## config.mk

```make
export PLATFORM = sky130hd
export DESIGN_NAME = template_match_ctrl
export DESIGN_NICKNAME = d
export VERILOG_FILES = /design/src/rtl/tm_pkg.sv /design/src/rtl/tm_score_acc.sv /design/src/rtl/template_match_ctrl.sv
export SDC_FILE = /design/constraint.sdc
export NUM_CORES = 1
export LEC_CHECK = 0
export CELL_PAD_IN_SITES_DETAIL_PLACEMENT = 1
export CELL_PAD_IN_SITES_GLOBAL_PLACEMENT = 2
export CORE_MARGIN = 2
export CORE_UTILIZATION = 40
export CTS_CLUSTER_DIAMETER = 30
export DETAILED_ROUTE_END_ITERATION = 8
export GPL_TIMING_DRIVEN = 0
export PLACE_DENSITY = 0.95
export SKIP_CTS_REPAIR_TIMING = 1
export SYNTH_ARGS = -nofsm -noshare
export SYNTH_HDL_FRONTEND = slang
export SYNTH_SLANG_ARGS = --single-unit
```

## constraint.sdc

```tcl
create_clock -name clk -period 10.04 [get_ports clk]
set_input_delay 2.51 -clock clk [delete_from_list [all_inputs] [get_ports clk]]
set_output_delay 2.51 -clock clk [all_outputs]
set_load 0.05 [all_outputs]
```

## src/rtl/tm_pkg.sv

```systemverilog
// Shared constants and types for the digit template matcher.
package tm_pkg;

   localparam int NDIGIT        = 10;
   localparam int DEF_NPIX      = 2500;
   localparam int DEF_AW        = 12;
   localparam int DEF_SW        = 12;
   localparam int DEF_MIN_SCORE = 1875;

   typedef enum logic [2:0] {
      ST_IDLE   = 3'd0,
      ST_SCAN   = 3'd1,
      ST_DRAIN  = 3'd2,
      ST_SELECT = 3'd3,
      ST_DONE   = 3'd4
   } tm_state_e;

   typedef logic [DEF_SW-1:0] score_t;

endpackage

```

## src/rtl/tm_score_acc.sv

```systemverilog
// Ten parallel agreement counters: each adds 1 when its template bit equals the image bit.
module tm_score_acc #(
   parameter int NDIGIT = 10,
   parameter int SW     = 12
) (
   input  logic                       clk_i,
   input  logic                       reset_i,
   input  logic                       clear_i,
   input  logic                       valid_i,
   input  logic [NDIGIT-1:0]          rom_bit_i,
   input  logic                       img_bit_i,
   output logic [NDIGIT-1:0][SW-1:0]  score_o
);

   logic [NDIGIT-1:0][SW-1:0] score_q;
   logic [NDIGIT-1:0][SW-1:0] score_d;

   // Clear wins over valid so a new pass always starts from zero.
   always_comb begin
      score_d = score_q;
      if (clear_i) begin
         score_d = '0;
      end else if (valid_i) begin
         for (int k = 0; k < NDIGIT; k++) begin
            score_d[k] = score_q[k] + {{(SW-1){1'b0}}, ~(rom_bit_i[k] ^ img_bit_i)};
         end
      end
   end

   always_ff @(posedge clk_i) begin
      if (reset_i) begin
         score_q <= '0;
      end else begin
         score_q <= score_d;
      end
   end

   assign score_o = score_q;

endmodule

```

## src/rtl/template_match_ctrl.sv

```systemverilog
// Scans ten digit templates against the captured image and reports the best match.
// Optional macro TM_SCORE_OUT_EN adds the registered scores_all output.
module template_match_ctrl #(
   parameter int NPIX      = tm_pkg::DEF_NPIX,
   parameter int AW        = tm_pkg::DEF_AW,
   parameter int SW        = tm_pkg::DEF_SW,
   parameter int MIN_SCORE = tm_pkg::DEF_MIN_SCORE
) (
   input  logic                        clk,
   input  logic                        reset,
   input  logic                        start,
   output logic                        busy,
   output logic                        done,
   output logic [3:0]                  digit,
   output logic [SW-1:0]               score,
   output logic                        result_valid,
   output logic                        rom_ce,
   output logic                        rom_oce,
   output logic [AW-1:0]               rom_ad,
   input  logic [tm_pkg::NDIGIT-1:0]   rom_dout,
   input  logic                        img_dout,
`ifdef TM_SCORE_OUT_EN
   output logic [tm_pkg::NDIGIT*SW-1:0] scores_all,
`endif
   output tm_pkg::tm_state_e           dbg_state
);

   import tm_pkg::*;

   localparam logic [AW-1:0] LAST_AD = AW'(NPIX - 1);
   localparam logic [SW-1:0] MIN_W   = SW'(MIN_SCORE);
   localparam logic [3:0]    LAST_IX = 4'(NDIGIT - 1);

   tm_state_e                 state_q;
   logic [AW-1:0]             rom_ad_q;
   logic                      rom_ce_q;
   logic                      valid_q;
   logic                      busy_q;
   logic                      done_q;
   logic [3:0]                digit_q;
   logic [SW-1:0]             score_q;
   logic                      result_valid_q;
   logic [3:0]                sel_idx_q;
   logic [3:0]                best_digit_q;
   logic [3:0]                best_digit_d;
   logic [SW-1:0]             best_score_q;
   logic [SW-1:0]             best_score_d;
   logic [SW-1:0]             sel_score;
   logic                      acc_clear;
   logic [NDIGIT-1:0][SW-1:0] acc_score;
`ifdef TM_SCORE_OUT_EN
   logic [NDIGIT*SW-1:0]      scores_all_q;
`endif

   assign acc_clear = (state_q == ST_IDLE) && start;

   tm_score_acc #(
      .NDIGIT (NDIGIT),
      .SW     (SW)
   ) u_acc (
      .clk_i     (clk),
      .reset_i   (reset),
      .clear_i   (acc_clear),
      .valid_i   (valid_q),
      .rom_bit_i (rom_dout),
      .img_bit_i (img_dout),
      .score_o   (acc_score)
   );

   // Argmax step: strict greater-than keeps the lower digit on a tie.
   always_comb begin
      sel_score = '0;
      for (int k = 0; k < NDIGIT; k++) begin
         if (sel_idx_q == 4'(k)) sel_score = acc_score[k];
      end
      best_digit_d = best_digit_q;
      best_score_d = best_score_q;
      if ((sel_idx_q == 4'd0) || (sel_score > best_score_q)) begin
         best_digit_d = sel_idx_q;
         best_score_d = sel_score;
      end
   end

   always_ff @(posedge clk) begin
      if (reset) begin
         state_q        <= ST_IDLE;
         rom_ad_q       <= '0;
         rom_ce_q       <= 1'b0;
         valid_q        <= 1'b0;
         busy_q         <= 1'b0;
         done_q         <= 1'b0;
         digit_q        <= '0;
         score_q        <= '0;
         result_valid_q <= 1'b0;
         sel_idx_q      <= '0;
         best_digit_q   <= '0;
         best_score_q   <= '0;
`ifdef TM_SCORE_OUT_EN
         scores_all_q   <= '0;
`endif
      end else begin
         // ROM output is registered, so data trails the enable by one cycle.
         valid_q <= rom_ce_q;
         case (state_q)
            ST_IDLE: begin
               if (start) begin
                  state_q  <= ST_SCAN;
                  rom_ad_q <= '0;
                  rom_ce_q <= 1'b1;
                  busy_q   <= 1'b1;
               end
            end
            ST_SCAN: begin
               if (rom_ad_q == LAST_AD) begin
                  state_q  <= ST_DRAIN;
                  rom_ce_q <= 1'b0;
                  rom_ad_q <= '0;
               end else begin
                  rom_ad_q <= rom_ad_q + 1'b1;
               end
            end
            ST_DRAIN: begin
               state_q   <= ST_SELECT;
               sel_idx_q <= '0;
            end
            ST_SELECT: begin
               best_digit_q <= best_digit_d;
               best_score_q <= best_score_d;
               if (sel_idx_q == LAST_IX) begin
                  state_q        <= ST_DONE;
                  done_q         <= 1'b1;
                  digit_q        <= best_digit_d;
                  score_q        <= best_score_d;
                  result_valid_q <= (best_score_d >= MIN_W);
`ifdef TM_SCORE_OUT_EN
                  scores_all_q   <= acc_score;
`endif
               end else begin
                  sel_idx_q <= sel_idx_q + 4'd1;
               end
            end
            ST_DONE: begin
               state_q <= ST_IDLE;
               done_q  <= 1'b0;
               busy_q  <= 1'b0;
            end
            default: begin
               state_q <= ST_IDLE;
            end
         endcase
      end
   end

   assign busy         = busy_q;
   assign done         = done_q;
   assign digit        = digit_q;
   assign score        = score_q;
   assign result_valid = result_valid_q;
   assign rom_ce       = rom_ce_q;
   assign rom_oce      = 1'b1;
   assign rom_ad       = rom_ad_q;
   assign dbg_state    = state_q;
`ifdef TM_SCORE_OUT_EN
   assign scores_all   = scores_all_q;
`endif

endmodule

```

Yosys cells after proc, flatten, opt, wreduce, memory -nomap -nowiden
Cells that the tools add are included.

storage, ports and cells
  register bits = 176
  output and inout port bits = 36
  bits of input ports = 14
  logic and storage cells = 117

operators by class
  magnitude comparators = 2
  multiplexer cells = 27
  reductions and logical operators = 16
  bitwise logic cells = 20
  equality and inequality tests = 18
  $add $sub $neg = 12

operator list
  kind                     count
  $mux W12                 13
  $add A12 B1 Y12          10
  $pmux W12 S2             1
  $eq A4 B3 Y1 const B     4
  $add A12 B1 Y12 const B  1
  $eq A12 B12 Y1 const B   1
  $ge A12 B11 Y1 const B   1
  $gt A12 B12 Y1           1
  $pmux W3 S4              1
  $not A1 Y1               10
  $reduce_and A2 Y1        5
  $xor A1 B1 Y1            10
  $mux W3                  3
  $eq A4 B2 Y1 const B     2
  $eq A4 B4 Y1 const B     2
  $mux W4                  2
  $ne A2 B2 Y1 const B     4
  $pmux W4 S2              1
  $reduce_bool A2 Y1       4
  $eq A3 B2 Y1 const B     2
  $pmux W1 S2              3
  $reduce_and A3 Y1        2
  $add A4 B1 Y4 const B    1
  $eq A4 B1 Y1 const B     1
  8 further kinds          10

Depth between registers and ports, before layout
Gate-level depths: netlist of run 1.

  depth in word-level cells = 15
  mapped depth = 22

Hierarchy
From an unflattened synthesis of run 1, not the netlist that was laid out.

unflattened totals
  cell total of the unflattened synthesis = 1143
  area, all modules = 9595.5 um^2

modules (own cells, without submodules)
  module               cells each  area an instance (um^2)  seq. area each (um^2)  instances
  tm_score_acc         619         5541.6                   2402.3                 1
  template_match_ctrl  524         4053.9                   1121.1                 1

Worst setup path after synthesis of run 1
OpenSTA, ideal clock, no wires.

  path kind = input -> register
  start = input img_dout
  end = register u_acc.score_q (netlist bit u_acc.score_o[66])
  data required time = 9.912 ns
  slack = 5.933 ns
  stages = 9
  arrival time = 3.979 ns
  library setup time = 0.128 ns
  path through = clkbuf_1 -> xnor2_1 -> ha_1 -> ha_1 -> nand4_1 -> nor2_1 -> nand2_1 -> xnor2_1 -> nor2_1

on the way
  word-level cells in the longest chain between the ends = 3

RTL lines
  item                    line                       text
  start: declaration      template_match_ctrl.sv:21  input logic img_dout,
  $xor A1 B1 Y1           tm_score_acc.sv:25         score_d[k] = score_q[k] + {{(SW-1){1'b0}}, ~(rom_bit_i[k] ^ img_bit_i)};
  $not A1 Y1              tm_score_acc.sv:25
  $add A12 B1 Y12         tm_score_acc.sv:25
  end signal: assignment  tm_score_acc.sv:34         score_q <= score_d;
  end: declaration        tm_score_acc.sv:15         logic [NDIGIT-1:0][SW-1:0] score_q;

No other way between the ends.
A chain may end at the register's enable or synchronous reset.

Final worst setup path of run 1
  start = register sel_idx_q[0]
  end = register result_valid_q (netlist: result_valid)

on the way
  word-level cells in the longest chain between the ends = 15
  elaborated cells between the ends (all ways) = 25
  those cells by class = order compare: 2; eq/ne: 9; mux: 11; reduce/logical: 3

RTL lines
  item                      line                                                  text
  start: declaration        template_match_ctrl.sv:43                             logic [3:0] sel_idx_q;
  start signal: assignment  template_match_ctrl.sv:139                            sel_idx_q <= sel_idx_q + 4'd1;
  $logic_not A4 Y1          template_match_ctrl.sv:74, template_match_ctrl.sv:78
  $mux W12 (10 in series)   template_match_ctrl.sv:74                             if (sel_idx_q == 4'(k)) sel_score = acc_score[k];
  $gt A12 B12 Y1            template_match_ctrl.sv:78                             if ((sel_idx_q == 4'd0) || (sel_score > best_score_q)) begin
  $logic_or A1 B1 Y1        template_match_ctrl.sv:78
  $mux W12                  template_match_ctrl.sv:78
  $ge A12 B11 Y1            template_match_ctrl.sv:134                            result_valid_q <= (best_score_d >= MIN_W);
  end signal: assignment    template_match_ctrl.sv:134
  end: declaration          template_match_ctrl.sv:42                             logic result_valid_q;

Several ways; a longest one is shown, not always the timed one.

==> impl.org, run 1 <==
** Run status
- Outcome :: finished, final reports clean

** GRT
- Number of global-route vias before repair :: about 8600
- Global route overflow :: 0
- In the global route stage, overall resource usage came out at 0.250.
- Entering global routing, the biggest net connects 20 pins.
- The initial antenna violation count is 0.
- The first global-routing pass estimated roughly 47000 µm of wire.

** STA
- For the final routed database, the setup TNS stands at 0 ns.
- Final setup viols :: 0
- For the pin with the worst max-slew slack, the measured transition is 1.00 ns.
- The tightest hold path in the finished design has a slack of approximately 0.46 ns.
- The count of final hold-check violations was 0.
- Setup slack of the critical path after layout :: 5.24 ns
- Relative max-transition margin :: 0.330
- On the final layout, the worst clock skew is between 0.01 and 0.015 ns.
- Setup repair after global routing missed its margin :: no
- Counting I/O delays and the setup requirement, the final critical path takes ~4.8 ns.
- Fin. max-slew vios :: 0
- Dividing the final minimum period by the clock period gives 0.478.
- Highest achievable clock rate :: around 0.21 GHz

** Logic synthesis
- Ranked by total cell area, the synthesized netlist is headed by dfxtp_1, nor2_1, xor2_1, ha_1, nand2_1.
- Per-instance average area after synthesis :: 8.24 µm²
- nor2_1 is the most common cell in the netlist.
- Unique cell type count in the Yosys netlist :: 66
- In the synthesized netlist the dominant register cell turns out to be dfxtp_1.
- Counting instances in the post-synthesis netlist gives the leading cell types as nor2_1, dfxtp_1, nand2_1.
- Syn Std Cell Area :: 9310 µm²
- In this run, synthesis produced a sequential element count of about 180.
- For this run, the register share of the synthesized area comes to 0.378.
- Of all cell types, the one taking the most synthesized area is dfxtp_1.
- For this run, the number of Yosys warnings is 0.
- When the netlist entered floorplanning its net count stood at ~1200.
- Of the post-synthesis cell area, the dominant cell type holds 0.378.
- Post-synth EDFFs :: 0
- Of all flip-flops after synthesis, the portion carrying an async set or reset was 0.
- Count of mapped cells out of synthesis :: 1130

** Floorplanning
- After floorplanning, the core was divided into 55 placement rows.
- 50 I/O pins were placed.
- Die boundary height :: 157 µm
- The die covers approximately 25000 µm².
- For this configuration, the core starts out at a cell density of 0.410.
- Core region area :: between 20000 and 25000 µm²
- Floorplan die width :: about 160 µm

** Run
- Max Cap Viol :: 0

** Clock tree
- CTS saw ~180 sinks.
- Clock-pin slew was measured on the worst setup and hold paths at 0.08 ns.
- Maximum buffer depth of the clock tree :: 2
- In this run the number of H-tree levels came out at 4.
- The number of clock buffers added by TritonCTS is 17.
- The tree is rooted in a clkbuf_16.
- At the later pin of the worst-skew pair, clock insertion delay measures approximately 0.45 ns.
- TritonCTS clock tree :: built

** Drt
- The routed layout has roughly 8400 vias.
- Sum of met2 wire segment lengths after detailed routing :: around 14000 µm
- Top layer reached by signal wires :: met4
- Routed WL :: 29600 µm
- For this run, design rule violations remaining after detail routing come to 0.
- Met1 wire length :: approximately 14000 µm
- Via density :: 5.65
- Number of nets with antenna violations after detailed routing :: 0
- Iteration-0 DRC Markers :: 520
- For this run, the detailed router's first-pass iteration total came to 5.
- Wire length on met3 :: 1430 µm
- In the final routed layout, each cell accounts on average for between 15 and 20 µm.

** Final layout
- In the final layout, the share of cells above drive strength 1 is 0.0629.
- Area of the multi-input gates :: ~5300 µm²
- Ant. Diodes :: 0
- The final layout contains 1246 nets.
- Number of fill cells :: 2735
- Register Area :: approximately 3500 µm²
- Core utilization of the finished layout :: 0.473
- Relative to the synthesized area, the layout overhead comes to 15.4%.

** Worst setup path
- The setup check on the worst reg-to-reg path leaves a slack of 5.24 ns.
- For the worst setup path, the data required time is approximately 10 ns.
- Of all nets on the critical path, the largest fanout is 10.
- Walking the worst path, the cells encountered are inv_1 > ha_1 > buf_4 > clkbuf_1 > a221oi_1 > o32ai_1 > a221oi_2 > inv_1 > ha_1 > nand4_1 > o221ai_1 > o21ai_0 > a21oi_4 > buf_4 > mux2i_1 > nor2_1 > a21oi_1 > o32ai_2.
- Data on the critical path arrives at its endpoint at 5.11 ns.
- The critical path contains buffers and inverters numbering 5 combined.
- The worst setup path is captured at a flip-flop.
- The worst setup path is launched from a flip-flop.
- Crit path kind :: flip-flop to flip-flop
- Delay of the slowest cell on the worst path :: approximately 0.51 ns
- The kind of cell with the highest combined delay along the critical path is compound AO/OA/AOI/OAI gates.
- Slowest stage cell on the critical path :: a221oi_2

** Placed design
- Place WS :: just over 5 ns
- GP Congestion :: 0.940
- DP Wirelength :: 22100 µm
- Input and output buffers added on the ports amount to 46.

** Pwr
- Power density relative to cell area :: between 100 and 150 nW/µm²
- VDD sags by at most between 0.00009 and 0.0001 V.
- Leakage dissipation :: 3.89 nW

** Worst hold path
- The worst hold path belongs to the class flip-flop to flip-flop.
## metrics by stage
| stage | std cells | cell area, µm² | power, W |
|---|---|---|---|
| finish | 1493 | 10700 | 0.00147 |
| global placement | 1461 | 10100 | 0.000783 |
| detailed placement | 1461 | 10100 | 0.000785 |
| floorplan | 1130 | 9310 | 0.000758 |
| global route | 1493 | 10700 | 0.00151 |
| CTS | 1493 | 10700 | 0.00148 |
## kinds of logic (layout without fill, tap and decap cells)
kind of cell / Yosys count / count (layout) / synth area share
compound gates: 196 / 196 / 0.141
xor+xnor: 108 / 108 / 0.102
fa+ha+maj: 37 / 37 / 0.0497
buf+inv: 101 / 179 / 0.0504
flops: 176 / 176 / 0.378
mux: 40 / 40 / 0.0433
other cells: 1 / 1 / 0.000403
simple gates: 471 / 471 / 0.235
## placed cells by master, fill, tap and decap left out, types with 4 or more instances in the layout
master,synthesis,routed
nor3b_1,10,10
a221oi_1,8,8
o32a_1,5,5
buf_2,15,15
xnor2_1,35,35
clkinv_8,0,4
inv_1,35,35
o221ai_1,4,4
nand4_1,22,22
and3_1,30,30
and2_1,5,5
clkbuf_1,35,35
a21oi_1,64,64
inv_6,0,4
or3_1,9,9
ha_1,37,37
o21ai_0,39,39
a22oi_1,7,7
buf_4,7,7
nor4_1,5,5
dfxtp_1,176,176
buf_6,6,6
nand3_1,37,37
clkdlybuf4s50_1,0,46
nand2b_1,8,8
xor2_1,73,73
o21ai_1,8,8
and4_1,4,4
a311oi_1,4,4
nor3_1,15,15
nor2_1,198,198
clkbuf_16,0,17
nand3b_1,6,6
a211oi_1,20,20
nor2b_1,10,10
mux2i_1,38,38
nand2_1,104,104
inv_8,0,4
## tightest hold or removal path, cell delays in order, from the launching register on
cell and delay (ns):
dfxtp_1 0.31, nand2_1 0.05, a21oi_1 0.05
## where the power goes
group          internal [W]  switching [W]
logic             0.0000201      0.0000443
clock network      0.000361       0.000338
registers          0.000700     0.00000299
## registers in the layout, summed over array words and instances, names as in the netlist
name,count
best_digit_q,4
best_score_q,12
busy,1
dbg_state,3
digit,4
done,1
result_valid,1
rom_ad,12
rom_ce,1
score,12
sel_idx_q,4
u_acc.score_o,120
valid_q,1
## per-layer routing
metal  vias up  track usage
met5         -            0
met4         0       0.0821
met1      4153        0.327
li1       4036            -
met2       182        0.413
met3        57       0.0493
## final timing paths
path / start / end / cells past startpoint
hold / removal: score[8] / score[8] / 2
setup / recovery: sel_idx_q[0] / result_valid / 18
setup reg to reg: sel_idx_q[0] / result_valid / 18
hold reg to reg: score[8] / score[8] / 2
## final cells by class
| class | count | share of cell area |
|---|---|---|
| Tap cell | 285 | 0.0332 |
| Clock inverter | 15 | 0.0179 |
| Inverter | 37 | 0.0129 |
| Sequential cell | 176 | 0.328 |
| Clock buffer | 17 | 0.0396 |
| Buffer | 64 | 0.0307 |
| Timing Repair Buffer | 46 | 0.0429 |
| Multi-Input combinational cell | 853 | 0.495 |
No activity file was read; power rests on OpenSTA's default activity.
==> inputs of run 2 (changes only) <==
Settings changed: CORE_UTILIZATION 40 to 33, PLACE_DENSITY 0.95 to 0.87.
Clock period 10.04 ns to 4.2 ns, I/O delays scaled along.
==> run 2 against run 1 <==
Net effect: wire length increased by 2.4%; global-route usage decreased by 4.1 points; critical path depth increased by 1; first-iteration DRC count decreased by 15%; clock power increased by 140%; final area increased by 3.8%; flip-flop and latch count unchanged; clock-buffer cell count increased by 1; worst setup slack got worse by 5.1 ns; power increased by 140%.
==> impl.org, run 2 (synthesis gave the netlist of run 1 again) <==
** Run status
- Outcome :: finished, final reports clean

** Clock tree
- For this design, the sink count on the clock tree is roughly 180.
- In this run the clock root is driven by a clkbuf_16.
- CTS clock-pin slew for the worst setup and hold paths :: 0.07 ns
- The clock passes through at most 2 buffers.
- TritonCTS built the clock tree.
- Clock tree synthesis inserted a total of 17 buffers.
- At the later pin of the worst-skew pair, clock insertion delay measures approximately 0.43 ns.
- CTS H-tree depth :: 4

** Final layout
- Leading cell types in the layout, fill and taps excluded :: nor2_1, dfxtp_1, nand2_1
- Number of nets in the layout :: about 1300
- Area Growth Syn to Fin :: 19.8%
- Number of fill cells :: roughly 3400
- The library cell used most frequently in the layout, excluding fill and tap cells, is nor2_1.
- Measured on the finished design, the core utilization comes to 0.401.
- Max FFs per register :: 120
- In the final layout, the share of cells above drive strength 1 is 0.0947.
- Ant. Diodes :: 0

** Run
- The tool flagged a number of max-cap violations equal to 0.

** Drt
- The final layout contains routed wiring with a total length of around 30000 µm.
- Via density :: between 5 and 6
- The count of nets left with antenna violations once routing finished came out at 0.
- Drc violations :: 0
- Total number of vias :: roughly 8400
- Drt first pass iters :: 5
- Routed length per placed instance :: ~19 µm
- Iteration-0 DRC Markers :: ~440

** Pwr
- The internal portion of the total power is 0.00268 W.
- Portion of total power attributed to the clock network :: 0.481
- Power spread over the standard cell area amounts to between 300 and 400 nW/µm².
- Part of the total power dissipated in combinational logic :: 0.044
- For this design the static power due to leakage is just under 4 nW.
- Peak supply drop :: approximately 0.00021 V
- For this design the total switching power over the nets is around 0.00086 W.
- Of the total power, the share spent switching nets is 0.242.
- Register share of total power :: 0.474
- Power, Total :: approximately 0.0035 W

** Floorplanning
- Die Area :: between 20000 and 30000 µm²
- # IOs :: 50
- After floorplanning, the core was sized to cover 27800 µm².
- Die boundary height :: between 150 and 200 µm
- The floorplan has approximately 60 rows.
- The initial utilization of the core area, before any placement, comes to 0.335.
- Floorplan die width :: about 170 µm

** STA
- Setup repair after global routing missed its margin :: yes
- Setup slack of the critical path after layout :: about 0.14 ns
- Highest achievable clock rate :: 0.246 GHz
- Setup violations remaining at the end of the flow were counted as 0.
- On the final layout, the worst hold slack is between 0.4 and 0.5 ns.
- Clock period minus final worst setup slack :: just over 4 ns
- Crit share post-route :: 0.968
- Relative max-transition margin :: 0.259
- Adding up every negative setup slack in the final design gives 0 ns.
- Hold Violations, Final :: 0
- For the pin with the worst max-slew slack, the measured transition is ~1.1 ns.
- Fin. max-slew vios :: 0
- Between clock sinks in the finished design, the worst skew comes to between 0.01 and 0.015 ns.

** Worst setup path
- The critical path in this run is classified as flip-flop to flip-flop.
- The worst setup path is captured at a flip-flop.
- In this run the worst path has a maximum fanout of 10.
- STA classifies the critical path startpoint as a flip-flop.
- Data on the critical path is required at its endpoint by 4.49 ns.
- At the worst endpoint, the arrival time is roughly 4.4 ns.

** GRT
- Across every metal layer, demand over resource in global routing totals 0.209.
- Antenna violations before repair :: 0
- Number of global-route vias before repair :: approximately 8500
- Entering global routing, the biggest net connects 17 pins.
- For this run the aggregate overflow at the end of global routing stands at 0.
- The first global-routing pass estimated roughly 48000 µm of wire.

** Placed design
- At the placement stage, the worst setup path has a slack of -0.517 ns.
- Number of I/O port buffers :: 46
- Once detailed placement completed, the half-perimeter wirelength came to approximately 22000 µm.
- GP Congestion :: 0.894

** Worst hold path
- The tightest min-delay check is of the flip-flop to flip-flop type.
[run 2: layout make-up]
cell class | instances | area [µm²] | share of cell area
Clock buffer | 18 | 439 | 0.0394
Inverter | 37 | 139 | 0.0125
Buffer | 64 | 364 | 0.0326
Tap cell | 378 | 473 | 0.0424
Sequential cell | 176 | 3530 | 0.317
Multi-Input combinational cell | 853 | 5510 | 0.494
Timing Repair Buffer | 54 | 518 | 0.0464
Clock inverter | 13 | 175 | 0.0157
[run 2: path summary, 6_finish.rpt]
kind / slack (ns) / cells past startpoint / endpoint / start
max reg2reg: 0.14 / 19 / result_valid / sel_idx_q[1]
max: 0.14 / 19 / result_valid / sel_idx_q[1]
min reg2reg: 0.46 / 2 / score[5] / score[5]
min: 0.46 / 2 / score[5] / score[5]
[run 2: worst max-delay path: stages, from the launching register on]
cell      delay (ns)
dfxtp_4         0.40
inv_2           0.07
ha_4            0.17
buf_8           0.14
buf_6           0.14
buf_2           0.18
nor3b_1         0.22
a21oi_1         0.09
nor4_2          0.39
o31ai_4         0.18
ha_1            0.33
nand4_1         0.19
o221ai_2        0.24
o21ai_1         0.14
a21oi_4         0.28
buf_6           0.18
mux2i_1         0.24
nor2_1          0.09
a21oi_1         0.15
o32ai_2         0.10
[run 2: power by group through the flow]
stage | clock network (W) | registers, W | logic, W
6_report | 0.00170 | 0.00168 | 0.000156
5_1_grt | 0.00180 | 0.00168 | 0.000172
2_1_floorplan | 0 | 0.00173 | 0.0000833
4_1_cts | 0.00173 | 0.00168 | 0.000157
3_3_place_gp | 0 | 0.00172 | 0.000153
3_5_place_dp | 0 | 0.00172 | 0.000156
[run 2: routing by layer]
layer	routed length, µm	vias to the layer above	track usage	share of wire
met5	0	-	0	0
met4	754	0	0.0636	0.025
met3	1090	45	0.0343	0.036
met2	14200	167	0.350	0.47
met1	14300	4179	0.276	0.47
li1	-	4054	-	-
[run 2: stage by stage]
step,area (µm²),std cells
3_5_place_dp,10200,1554
4_1_cts,10900,1585
2_1_floorplan,9310,1130
5_1_grt,11200,1593
6_report,11200,1593
3_3_place_gp,10200,1554
